<file path="config.mk">
export PLATFORM = sky130hd
export DESIGN_NAME = alu_arbiter_flat
export DESIGN_NICKNAME = d
export VERILOG_FILES = /design/src/rtl/alu_arbiter_pkg.sv /design/src/rtl/alu_arbiter_if.sv /design/src/rtl/alu_arbiter_alu_core.sv /design/src/rtl/alu_arbiter.sv /design/src/flat_wrapper.sv
export SDC_FILE = /design/constraint.sdc
export NUM_CORES = 1
export LEC_CHECK = 0
export CORE_MARGIN = 3
export CORE_UTILIZATION = 35
export DETAILED_ROUTE_END_ITERATION = 12
export RECOVER_POWER = 50
export SKIP_LAST_GASP = 1
export SLEW_MARGIN = 20
export SYNTH_ARGS = -nofsm -noshare
export SYNTH_HDL_FRONTEND = slang
export SYNTH_SLANG_ARGS = --single-unit
</file>
<file path="constraint.sdc">
create_clock -name clk -period 5.95 [get_ports clk]
set_input_delay 1.785 -clock clk [delete_from_list [all_inputs] [get_ports clk]]
set_output_delay 1.785 -clock clk [all_outputs]
set_load 0.02 [all_outputs]
</file>
<file path="src/rtl/alu_arbiter_pkg.sv">
// Shared definitions for the two-requester ALU arbiter: operation
// encodings and the arbiter FSM state type.
package alu_arbiter_pkg;

  typedef enum logic [1:0] {
    MODE_AND = 2'd0,
    MODE_OR  = 2'd1,
    MODE_ADD = 2'd2,
    MODE_SLT = 2'd3
  } mode_e;

  typedef enum logic {
    ST_IDLE = 1'b0,
    ST_RESP = 1'b1
  } state_e;

  localparam int COUNT_WIDTH = 16;

endpackage

</file>
<file path="src/rtl/alu_arbiter_if.sv">
// Bundle of the two requester channels, the response channel and the
// completed-operation counter. The master side is whoever issues
// operations and consumes results; the slave side is the arbiter.
interface alu_arbiter_if #(parameter int WIDTH = 32);

  logic             req0_valid;
  logic             req0_ready;
  logic [1:0]       req0_mode;
  logic             req0_b_invert;
  logic [WIDTH-1:0] req0_a;
  logic [WIDTH-1:0] req0_b;

  logic             req1_valid;
  logic             req1_ready;
  logic [1:0]       req1_mode;
  logic             req1_b_invert;
  logic [WIDTH-1:0] req1_a;
  logic [WIDTH-1:0] req1_b;

  logic             rsp_valid;
  logic             rsp_ready;
  logic             rsp_id;
  logic [WIDTH-1:0] rsp_res;

  logic [15:0]      op_count;

  modport master (
    output req0_valid, req0_mode, req0_b_invert, req0_a, req0_b,
    output req1_valid, req1_mode, req1_b_invert, req1_a, req1_b,
    output rsp_ready,
    input  req0_ready, req1_ready,
    input  rsp_valid, rsp_id, rsp_res, op_count
  );

  modport slave (
    input  req0_valid, req0_mode, req0_b_invert, req0_a, req0_b,
    input  req1_valid, req1_mode, req1_b_invert, req1_a, req1_b,
    input  rsp_ready,
    output req0_ready, req1_ready,
    output rsp_valid, rsp_id, rsp_res, op_count
  );

endinterface

</file>
<file path="src/rtl/alu_arbiter_alu_core.sv">
// Purely combinational ALU shared by both requesters: AND, OR,
// ADD/SUB and a signed set-less-than taken straight from the sign bit
// of a-b (no overflow correction).
module alu_core
  import alu_arbiter_pkg::*;
#(
  parameter int WIDTH = 32
) (
  input  logic [WIDTH-1:0] a,
  input  logic [WIDTH-1:0] b,
  input  logic             b_invert,
  input  logic [1:0]       mode,
  output logic [WIDTH-1:0] res
);

  logic [WIDTH-1:0] sum;
  logic [WIDTH-1:0] diff;

  // Select the operation; carries out of the top bit are dropped.
  always_comb begin
    sum  = a + b;
    diff = a + ~b + WIDTH'(1);
    res  = '0;
    case (mode)
      MODE_AND: res = a & b;
      MODE_OR:  res = a | b;
      MODE_ADD: res = b_invert ? diff : sum;
      MODE_SLT: res = {{(WIDTH-1){1'b0}}, diff[WIDTH-1]};
      default:  res = '0;
    endcase
  end

endmodule

</file>
<file path="src/rtl/alu_arbiter.sv">
// Two-requester round-robin front end for a single ALU. One operation
// is accepted in IDLE, its result is held in RESP until the consumer
// takes it, so at most one operation completes every two cycles.
module alu_arbiter
  import alu_arbiter_pkg::*;
#(
  parameter int WIDTH = 32
) (
  input  logic        clk,
  input  logic        rst_n,
  alu_arbiter_if.slave bus
);

  state_e                 state;
  logic                   last_grant;
  logic                   rsp_valid_q;
  logic                   rsp_id_q;
  logic [WIDTH-1:0]       rsp_res_q;
  logic [COUNT_WIDTH-1:0] op_count_q;

  logic                   grant_any;
  logic                   grant_sel;
  logic                   accept;
  logic [WIDTH-1:0]       sel_a;
  logic [WIDTH-1:0]       sel_b;
  logic                   sel_b_invert;
  logic [1:0]             sel_mode;
  logic [WIDTH-1:0]       alu_res;

  // Round-robin pick: on contention the requester not served last wins.
  always_comb begin
    grant_any = bus.req0_valid | bus.req1_valid;
    grant_sel = (bus.req0_valid & bus.req1_valid) ? ~last_grant : bus.req1_valid;
    accept    = (state == ST_IDLE) & grant_any;
  end

  // Route the granted requester's operation into the shared ALU.
  always_comb begin
    sel_a        = grant_sel ? bus.req1_a        : bus.req0_a;
    sel_b        = grant_sel ? bus.req1_b        : bus.req0_b;
    sel_b_invert = grant_sel ? bus.req1_b_invert : bus.req0_b_invert;
    sel_mode     = grant_sel ? bus.req1_mode     : bus.req0_mode;
  end

  alu_core #(.WIDTH(WIDTH)) u_alu_core (
    .a        (sel_a),
    .b        (sel_b),
    .b_invert (sel_b_invert),
    .mode     (sel_mode),
    .res      (alu_res)
  );

  // Accept/hold/release FSM; result, owner, pointer and counter are all registered here.
  always_ff @(posedge clk or negedge rst_n) begin
    if (!rst_n) begin
      state       <= ST_IDLE;
      last_grant  <= 1'b1;
      rsp_valid_q <= 1'b0;
      rsp_id_q    <= 1'b0;
      rsp_res_q   <= '0;
      op_count_q  <= '0;
    end else begin
      case (state)
        ST_IDLE: begin
          if (accept) begin
            rsp_res_q   <= alu_res;
            rsp_id_q    <= grant_sel;
            last_grant  <= grant_sel;
            rsp_valid_q <= 1'b1;
            state       <= ST_RESP;
          end
        end
        ST_RESP: begin
          if (bus.rsp_ready) begin
            rsp_valid_q <= 1'b0;
            op_count_q  <= op_count_q + 1'b1;
            state       <= ST_IDLE;
          end
        end
        default: state <= ST_IDLE;
      endcase
    end
  end

  // Ready is offered only in IDLE, only to the granted side, and never during reset.
  always_comb begin
    bus.req0_ready = rst_n & accept & ~grant_sel;
    bus.req1_ready = rst_n & accept &  grant_sel;
  end

  assign bus.rsp_valid = rsp_valid_q;
  assign bus.rsp_id    = rsp_id_q;
  assign bus.rsp_res   = rsp_res_q;
  assign bus.op_count  = op_count_q;

endmodule

</file>
<file path="src/flat_wrapper.sv">
// flat-port wrapper written by rule: the top's interface ports become plain ports
module alu_arbiter_flat import alu_arbiter_pkg::*;
#(
  parameter int WIDTH = 32
)
  (clk, rst_n, bus_req0_valid, bus_req0_mode, bus_req0_b_invert, bus_req0_a, bus_req0_b, bus_req1_valid, bus_req1_mode, bus_req1_b_invert, bus_req1_a, bus_req1_b, bus_rsp_ready, bus_req0_ready, bus_req1_ready, bus_rsp_valid, bus_rsp_id, bus_rsp_res, bus_op_count);
  alu_arbiter_if #(.WIDTH(WIDTH)) bus_i ();
  input  logic clk;
  input  logic rst_n;
  input wire logic [$bits(bus_i.req0_valid)-1:0] bus_req0_valid;
  input wire logic [$bits(bus_i.req0_mode)-1:0] bus_req0_mode;
  input wire logic [$bits(bus_i.req0_b_invert)-1:0] bus_req0_b_invert;
  input wire logic [$bits(bus_i.req0_a)-1:0] bus_req0_a;
  input wire logic [$bits(bus_i.req0_b)-1:0] bus_req0_b;
  input wire logic [$bits(bus_i.req1_valid)-1:0] bus_req1_valid;
  input wire logic [$bits(bus_i.req1_mode)-1:0] bus_req1_mode;
  input wire logic [$bits(bus_i.req1_b_invert)-1:0] bus_req1_b_invert;
  input wire logic [$bits(bus_i.req1_a)-1:0] bus_req1_a;
  input wire logic [$bits(bus_i.req1_b)-1:0] bus_req1_b;
  input wire logic [$bits(bus_i.rsp_ready)-1:0] bus_rsp_ready;
  output wire logic [$bits(bus_i.req0_ready)-1:0] bus_req0_ready;
  output wire logic [$bits(bus_i.req1_ready)-1:0] bus_req1_ready;
  output wire logic [$bits(bus_i.rsp_valid)-1:0] bus_rsp_valid;
  output wire logic [$bits(bus_i.rsp_id)-1:0] bus_rsp_id;
  output wire logic [$bits(bus_i.rsp_res)-1:0] bus_rsp_res;
  output wire logic [$bits(bus_i.op_count)-1:0] bus_op_count;
  assign bus_i.req0_valid = bus_req0_valid;
  assign bus_i.req0_mode = bus_req0_mode;
  assign bus_i.req0_b_invert = bus_req0_b_invert;
  assign bus_i.req0_a = bus_req0_a;
  assign bus_i.req0_b = bus_req0_b;
  assign bus_i.req1_valid = bus_req1_valid;
  assign bus_i.req1_mode = bus_req1_mode;
  assign bus_i.req1_b_invert = bus_req1_b_invert;
  assign bus_i.req1_a = bus_req1_a;
  assign bus_i.req1_b = bus_req1_b;
  assign bus_i.rsp_ready = bus_rsp_ready;
  assign bus_req0_ready = bus_i.req0_ready;
  assign bus_req1_ready = bus_i.req1_ready;
  assign bus_rsp_valid = bus_i.rsp_valid;
  assign bus_rsp_id = bus_i.rsp_id;
  assign bus_rsp_res = bus_i.rsp_res;
  assign bus_op_count = bus_i.op_count;
  alu_arbiter #(.WIDTH(WIDTH)) u_core (.clk(clk), .rst_n(rst_n), .bus(bus_i));
endmodule
</file>
* Word level (Yosys, flattened, before mapping)
Index checks and enable logic that the tools add are counted.
** Storage, ports and cells
- Bits in registers :: 52
- Latch bits :: 0
- RAM bits :: 0
- Memory bits (read-only) :: 0
- Output and inout bits :: 52
- Word-level logic and storage cells :: 44
- Memories kept :: 0
** Operators by class
- $add $sub $neg :: 4
- $mul :: 0
- Divide/modulo/power cells :: 0
- Order comparisons :: 0
- Equality and inequality tests :: 5
- Shift-type cells :: 0
- Multiplexer cells :: 13
- Bitwise operators :: 12
- Reduce and logical (&&, ||, !) cells :: 4
** Operators by type and width (count)
- 32-bit one-hot mux with 4 select lines :: 1
- 32-bit 2-to-1 mux :: 3
- 32-bit adder :: 2
- 32-bit by 1-bit adder with 32-bit output (second input constant) :: 1
- 32-bit AND :: 1
- 32-bit NOT :: 1
- 32-bit bitwise OR :: 1
- 16-bit by 1-bit adder with 16-bit output (second input constant) :: 1
- 1-bit 2-to-1 mux :: 6
- 2-bit AND reduction :: 3
- 1-bit AND :: 5
- 2-bit == test (second input constant) :: 2
- 1-bit one-hot mux with 2 select lines :: 2
- 1-bit NOT :: 3
- 2-bit by 1-bit == test with 1-bit output (second input constant) :: 1
- 2-bit zero test :: 1
- 2-bit 2-to-1 mux :: 1
- 2-bit by 1-bit != test with 1-bit output (second input constant) :: 1
- 2-bit != test (second input constant) :: 1
- 1-bit bitwise OR :: 1

* Logic depth before layout (Yosys ltp)
- Word-level depth :: 8
- Mapped depth :: 16
- Gate-level depth less buffers :: 14

* By module
From an unflattened synthesis, not the netlist that was laid out.
** Second synthesis, totals
- Cells, all modules :: 933
- Area, all modules :: 7594.8 sq um
** By module, submodules not included
- alu_core :: times used 1, cells an instance 719, area an instance 4718.3 sq um, sequential area each 0.0 sq um
- alu_arbiter :: times used 1, cells an instance 214, area an instance 2876.5 sq um, sequential area each 1302.5 sq um

* Worst setup path before layout
OpenSTA, ideal clock, no wires.
- Path kind :: input to register
- Start point :: input bus_req1_valid
- End point :: register u_core.rsp_res_q[25] (netlist: u_core.bus.rsp_res[25])
- Library setup time :: 0.087 ns
- Arrival :: 5.373 ns
- Data required time :: 5.863 ns
- Path slack :: 0.490 ns
- Cell stages on the path :: 16
- Buffers on the path :: 4
- Path through :: a21boi_2 -> buf_2 -> clkbuf_1 -> clkbuf_1 -> mux2_2 -> ha_1 -> buf_2 -> or3_1 -> nor2_1 -> nand4_1 -> o31a_1 -> a21o_1 -> nor3_1 -> o32ai_2 -> mux2i_1 -> a211oi_2
** Between the ends
- Longest elaborated chain between the ends :: 8
- Elaborated cells between the ends (all ways) :: 21
- Classes of those cells :: add/sub (3); eq/ne (3); mux (7); bitwise (6); reduce/logical (2)
** RTL lines
- from (decl) :: RTL line flat_wrapper.sv:15 : input wire logic [$bits(bus_i.req1_valid)-1:0] bus_req1_valid;
- 1-bit AND :: RTL line alu_arbiter.sv:33 : grant_sel = (bus.req0_valid & bus.req1_valid) ? ~last_grant : bus.req1_valid;
- 1-bit 2-to-1 mux :: RTL line alu_arbiter.sv:33
- 32-bit 2-to-1 mux :: RTL line alu_arbiter.sv:40 : sel_b = grant_sel ? bus.req1_b : bus.req0_b;
- 32-bit NOT :: RTL line alu_arbiter_alu_core.sv:22 : diff = a + ~b + WIDTH'(1);
- 32-bit adder :: RTL line alu_arbiter_alu_core.sv:22
- 32-bit by 1-bit adder with 32-bit output :: RTL line alu_arbiter_alu_core.sv:22
- 32-bit 2-to-1 mux :: RTL line alu_arbiter_alu_core.sv:27 : MODE_ADD: res = b_invert ? diff : sum;
- 32-bit one-hot mux with 4 select lines :: RTL line alu_arbiter_alu_core.sv:24 : case (mode)
- to (signal assigned) :: RTL line alu_arbiter.sv:66 : rsp_res_q <= alu_res;
- to (decl) :: RTL line alu_arbiter.sv:18 : logic [WIDTH-1:0] rsp_res_q;
Several ways; a longest one is shown, not always the timed one.
A chain may end at the register's enable or synchronous reset.

* Worst setup path after layout
- Start point :: input bus_req1_valid
- End point :: register u_core.rsp_res_q[26] (netlist: u_core.bus.rsp_res[26])
Same word-level chain as after synthesis.

==> flow_summary.toml <==
[global_routing]
antenna_found_initial = 0
grt.overflow.total = 0
grt_pass1_vias = 7641
grt_max_degree = 54
grt_pass1_wl_um = 41800
track_usage_pct = 21.3

[clocking]
cts_tree = "yes"
ctsResizeCount = 0
clkTransAtPathRegs_ns = 0.08
ctsHoldBuffers = 0
clock_path_buffers = 2
h-tree-depth = 2
cts_made_buffers = 5
post_cts_buffers = 0
cts_sinks = 52
cts_root_buf = "clkbuf_16"
clock_latency_ns = 0.31

[yosys]
synth-compound-area-share_pct = 27.4
synth-edff-count = 0
synth_xor_area_share_pct = 4.93
syn_area_mm2 = 0.00764
async_flop_share_pct = 100
synth_top_family_by_area = "compound AO/OA/AOI/OAI gates"
yosys.area_share.simple_pct = 16.1
yosys.cell_types.count = 83
netlist_top_cells_count = "101 x nor2_1, 94 x ha_1, 93 x inv_1"
syn_nets = 1226
synth_adder_area_share_pct = 15.9
yosys.area.top_type = "dfrtp_1"
ys_warn_count = 0
synth_most_common_cell = "nor2_1"
synth_top_area_share_pct = 16.7
yosys-top-cells-area = "dfrtp_1 17%, ha_1 15%, mux2_2 9.6%"
syn_inst = 991
ys_seq_elements = 52
seq_area_frac_synth_pct = 17.1
syn_avg_cell_area_um2 = 7.71
muxShareOfSynthArea_pct = 10.9
synth_flop_cell = "dfrtp_1"

[sta]
clock_skew_ns = 0.0122
period_minus_slack_ns = 5.53
tns_ns = 0
timing.final.ws_setup_ns = 0.420
final_max_slew_viol_count = 35
max-slew-margin-rel_pct = -33.1
rsz0062_at_grt = "no"
holdWs_ns = 0.488
worst_pin_slew_ns = 2.00
fmax_mhz = 181
finalCritPeriodShare_pct = 92.9
timing_hold_violations_final = 0
setup_viol = 0

[floorplanning]
core_mm2 = 0.0212
die_w_um = 154
die_area_mm2 = 0.0236
start_util_pct = 36.0
std_cell_rows = 53
die_h_um = 154
ios = 191

[setup_path]
start_kind = "input port"
criticalPathCategory = "input port to flop"
r2r_setup_slack_ns = 2.03
crit_fanout = 17
crit_required_ns = 6.16
worstSetupEndpointType = "flop"
arrival_ns = 5.74

[layout]
areaGrowthSynthToFinish_pct = 32.5
postLayoutCoreUtil_pct = 47.7
multiInputGateArea_mm2 = 0.00579
layout.nets = 1406
n_antenna_cell = 0
final_cells = 1447
final_area_mm2 = 0.0101
fillers = 2181
regArea_mm2 = 0.00130
drive_above_1_share_pct = 11.6

[placed_design]
place.gp.congestion = 0.940
dp.cells = 1439
placed_area_mm2 = 0.00998
pre_cts_ws_ns = 0.166
dpl.hpwl_um = 20800
numPortBuffers = 190

[power]
power_per_cell_area_mw_per_mm2 = 259
total_power_mw = 2.62
p_leak_nw = 4.32
vdd_drop_max_uv = 131

[flow_run]
max_cap_violations = 1

[detailed_routing]
firstDrtPassIters = 5
vias_per_cell = 5.51
routed_wl_um = 26000
vias = 7979
drtAntennaViolNets = 0
drt_iter0_drc = 723
wire_per_inst_um = 18.0
drc_errors = 0

[run_status]
status = "finished, violations left"
violations = "capacitance limit, slew limit"

[min_path]
hp-class = "flop to flop"
## where the power goes
part,switching (mW),internal [mW],total (mW)
registers,0.0830,0.456,0.539
logic,0.993,0.767,1.76
clock network,0.165,0.160,0.325
total,1.24,1.38,2.62
## path summary, 6_finish.rpt
| check | depth (start not counted) | start | endpoint |
|---|---|---|---|
| setup / recovery | 14 | bus_req1_valid | u_core.bus.rsp_res[26]$_DFFE_PN0P_ |
| hold / removal | 2 | u_core.bus.rsp_res[14]$_DFFE_PN0P_ | u_core.bus.rsp_res[14]$_DFFE_PN0P_ |
| setup reg to reg | 16 | u_core.last_grant$_DFFE_PN1P_ | u_core.bus.rsp_res[24]$_DFFE_PN0P_ |
| hold reg to reg | 2 | u_core.bus.rsp_res[14]$_DFFE_PN0P_ | u_core.bus.rsp_res[14]$_DFFE_PN0P_ |
| max in group asynchronous | 2 | rst_n | u_core.bus.op_count[14]$_DFFE_PN0P_ |
| min in group asynchronous | 1 | rst_n | u_core.bus.rsp_res[6]$_DFFE_PN0P_ |
## placed cells by master (no fill, tap or decap), types with 9 or more instances in the layout
cell               n
mux2_2            65
nor3_1            20
o21bai_1           9
clkdlybuf4s50_1  171
nand4_1            9
dfrtp_1           51
a21o_1            12
nor2_1           100
nand2_1           55
a211oi_1          25
nor2b_1           14
dlygate4sd3_1     18
ha_1              94
nand3_1           26
a31oi_1           10
o211ai_1          14
xnor2_1           34
inv_1             93
a21oi_1           92
xor2_1             9
o21ai_0           67
buf_4             33
## worst max-delay path, cell delays in order
cell	delay, ns
dlygate4sd3_1	0.55
a21boi_4	0.23
buf_4	0.32
mux2_2	0.41
ha_1	0.33
buf_4	0.18
nor3_1	0.35
nand3_1	0.20
nor3_1	0.37
a2111oi_2	0.15
nor3_1	0.36
a21oi_2	0.06
xnor2_1	0.15
a221oi_2	0.28
## per-layer routing
layer	vias to the layer above	global-route usage (%)	routed length, µm
met1	3779	30.2	12100
met5	-	0	0
met2	288	34.9	11900
met4	0	3.49	284
met3	20	3.24	1730
li1	3892	-	-
## cell type report
class | count | area share [%]
clock inverter | 3 | 0.247
tap | 275 | 3.40
multi-input combinational | 790 | 57.2
clock buffer | 5 | 1.24
inverter | 95 | 3.53
timing repair buffer | 227 | 21.5
sequential | 52 | 12.9
## sequential cells by signal, summed over array words and instances, names as in the netlist
register,count
u_core.bus.rsp_valid,1
u_core.bus.op_count,16
u_core.state,1
u_core.bus.rsp_res,32
u_core.last_grant,1
u_core.bus.rsp_id,1
## logic make-up (layout without fill, tap and decap cells)
group                      count (synthesis)  after routing
adders and majority gates                 96             96
xor gates and xnor gates                  43             43
DFF                                       52             52
buffers and inverters                    149            330
AOI/OAI and AO/OA                        314            314
muxes                                     75             75
and+or+nand+nor                          262            262
Power figures use the tool's default switching activity.
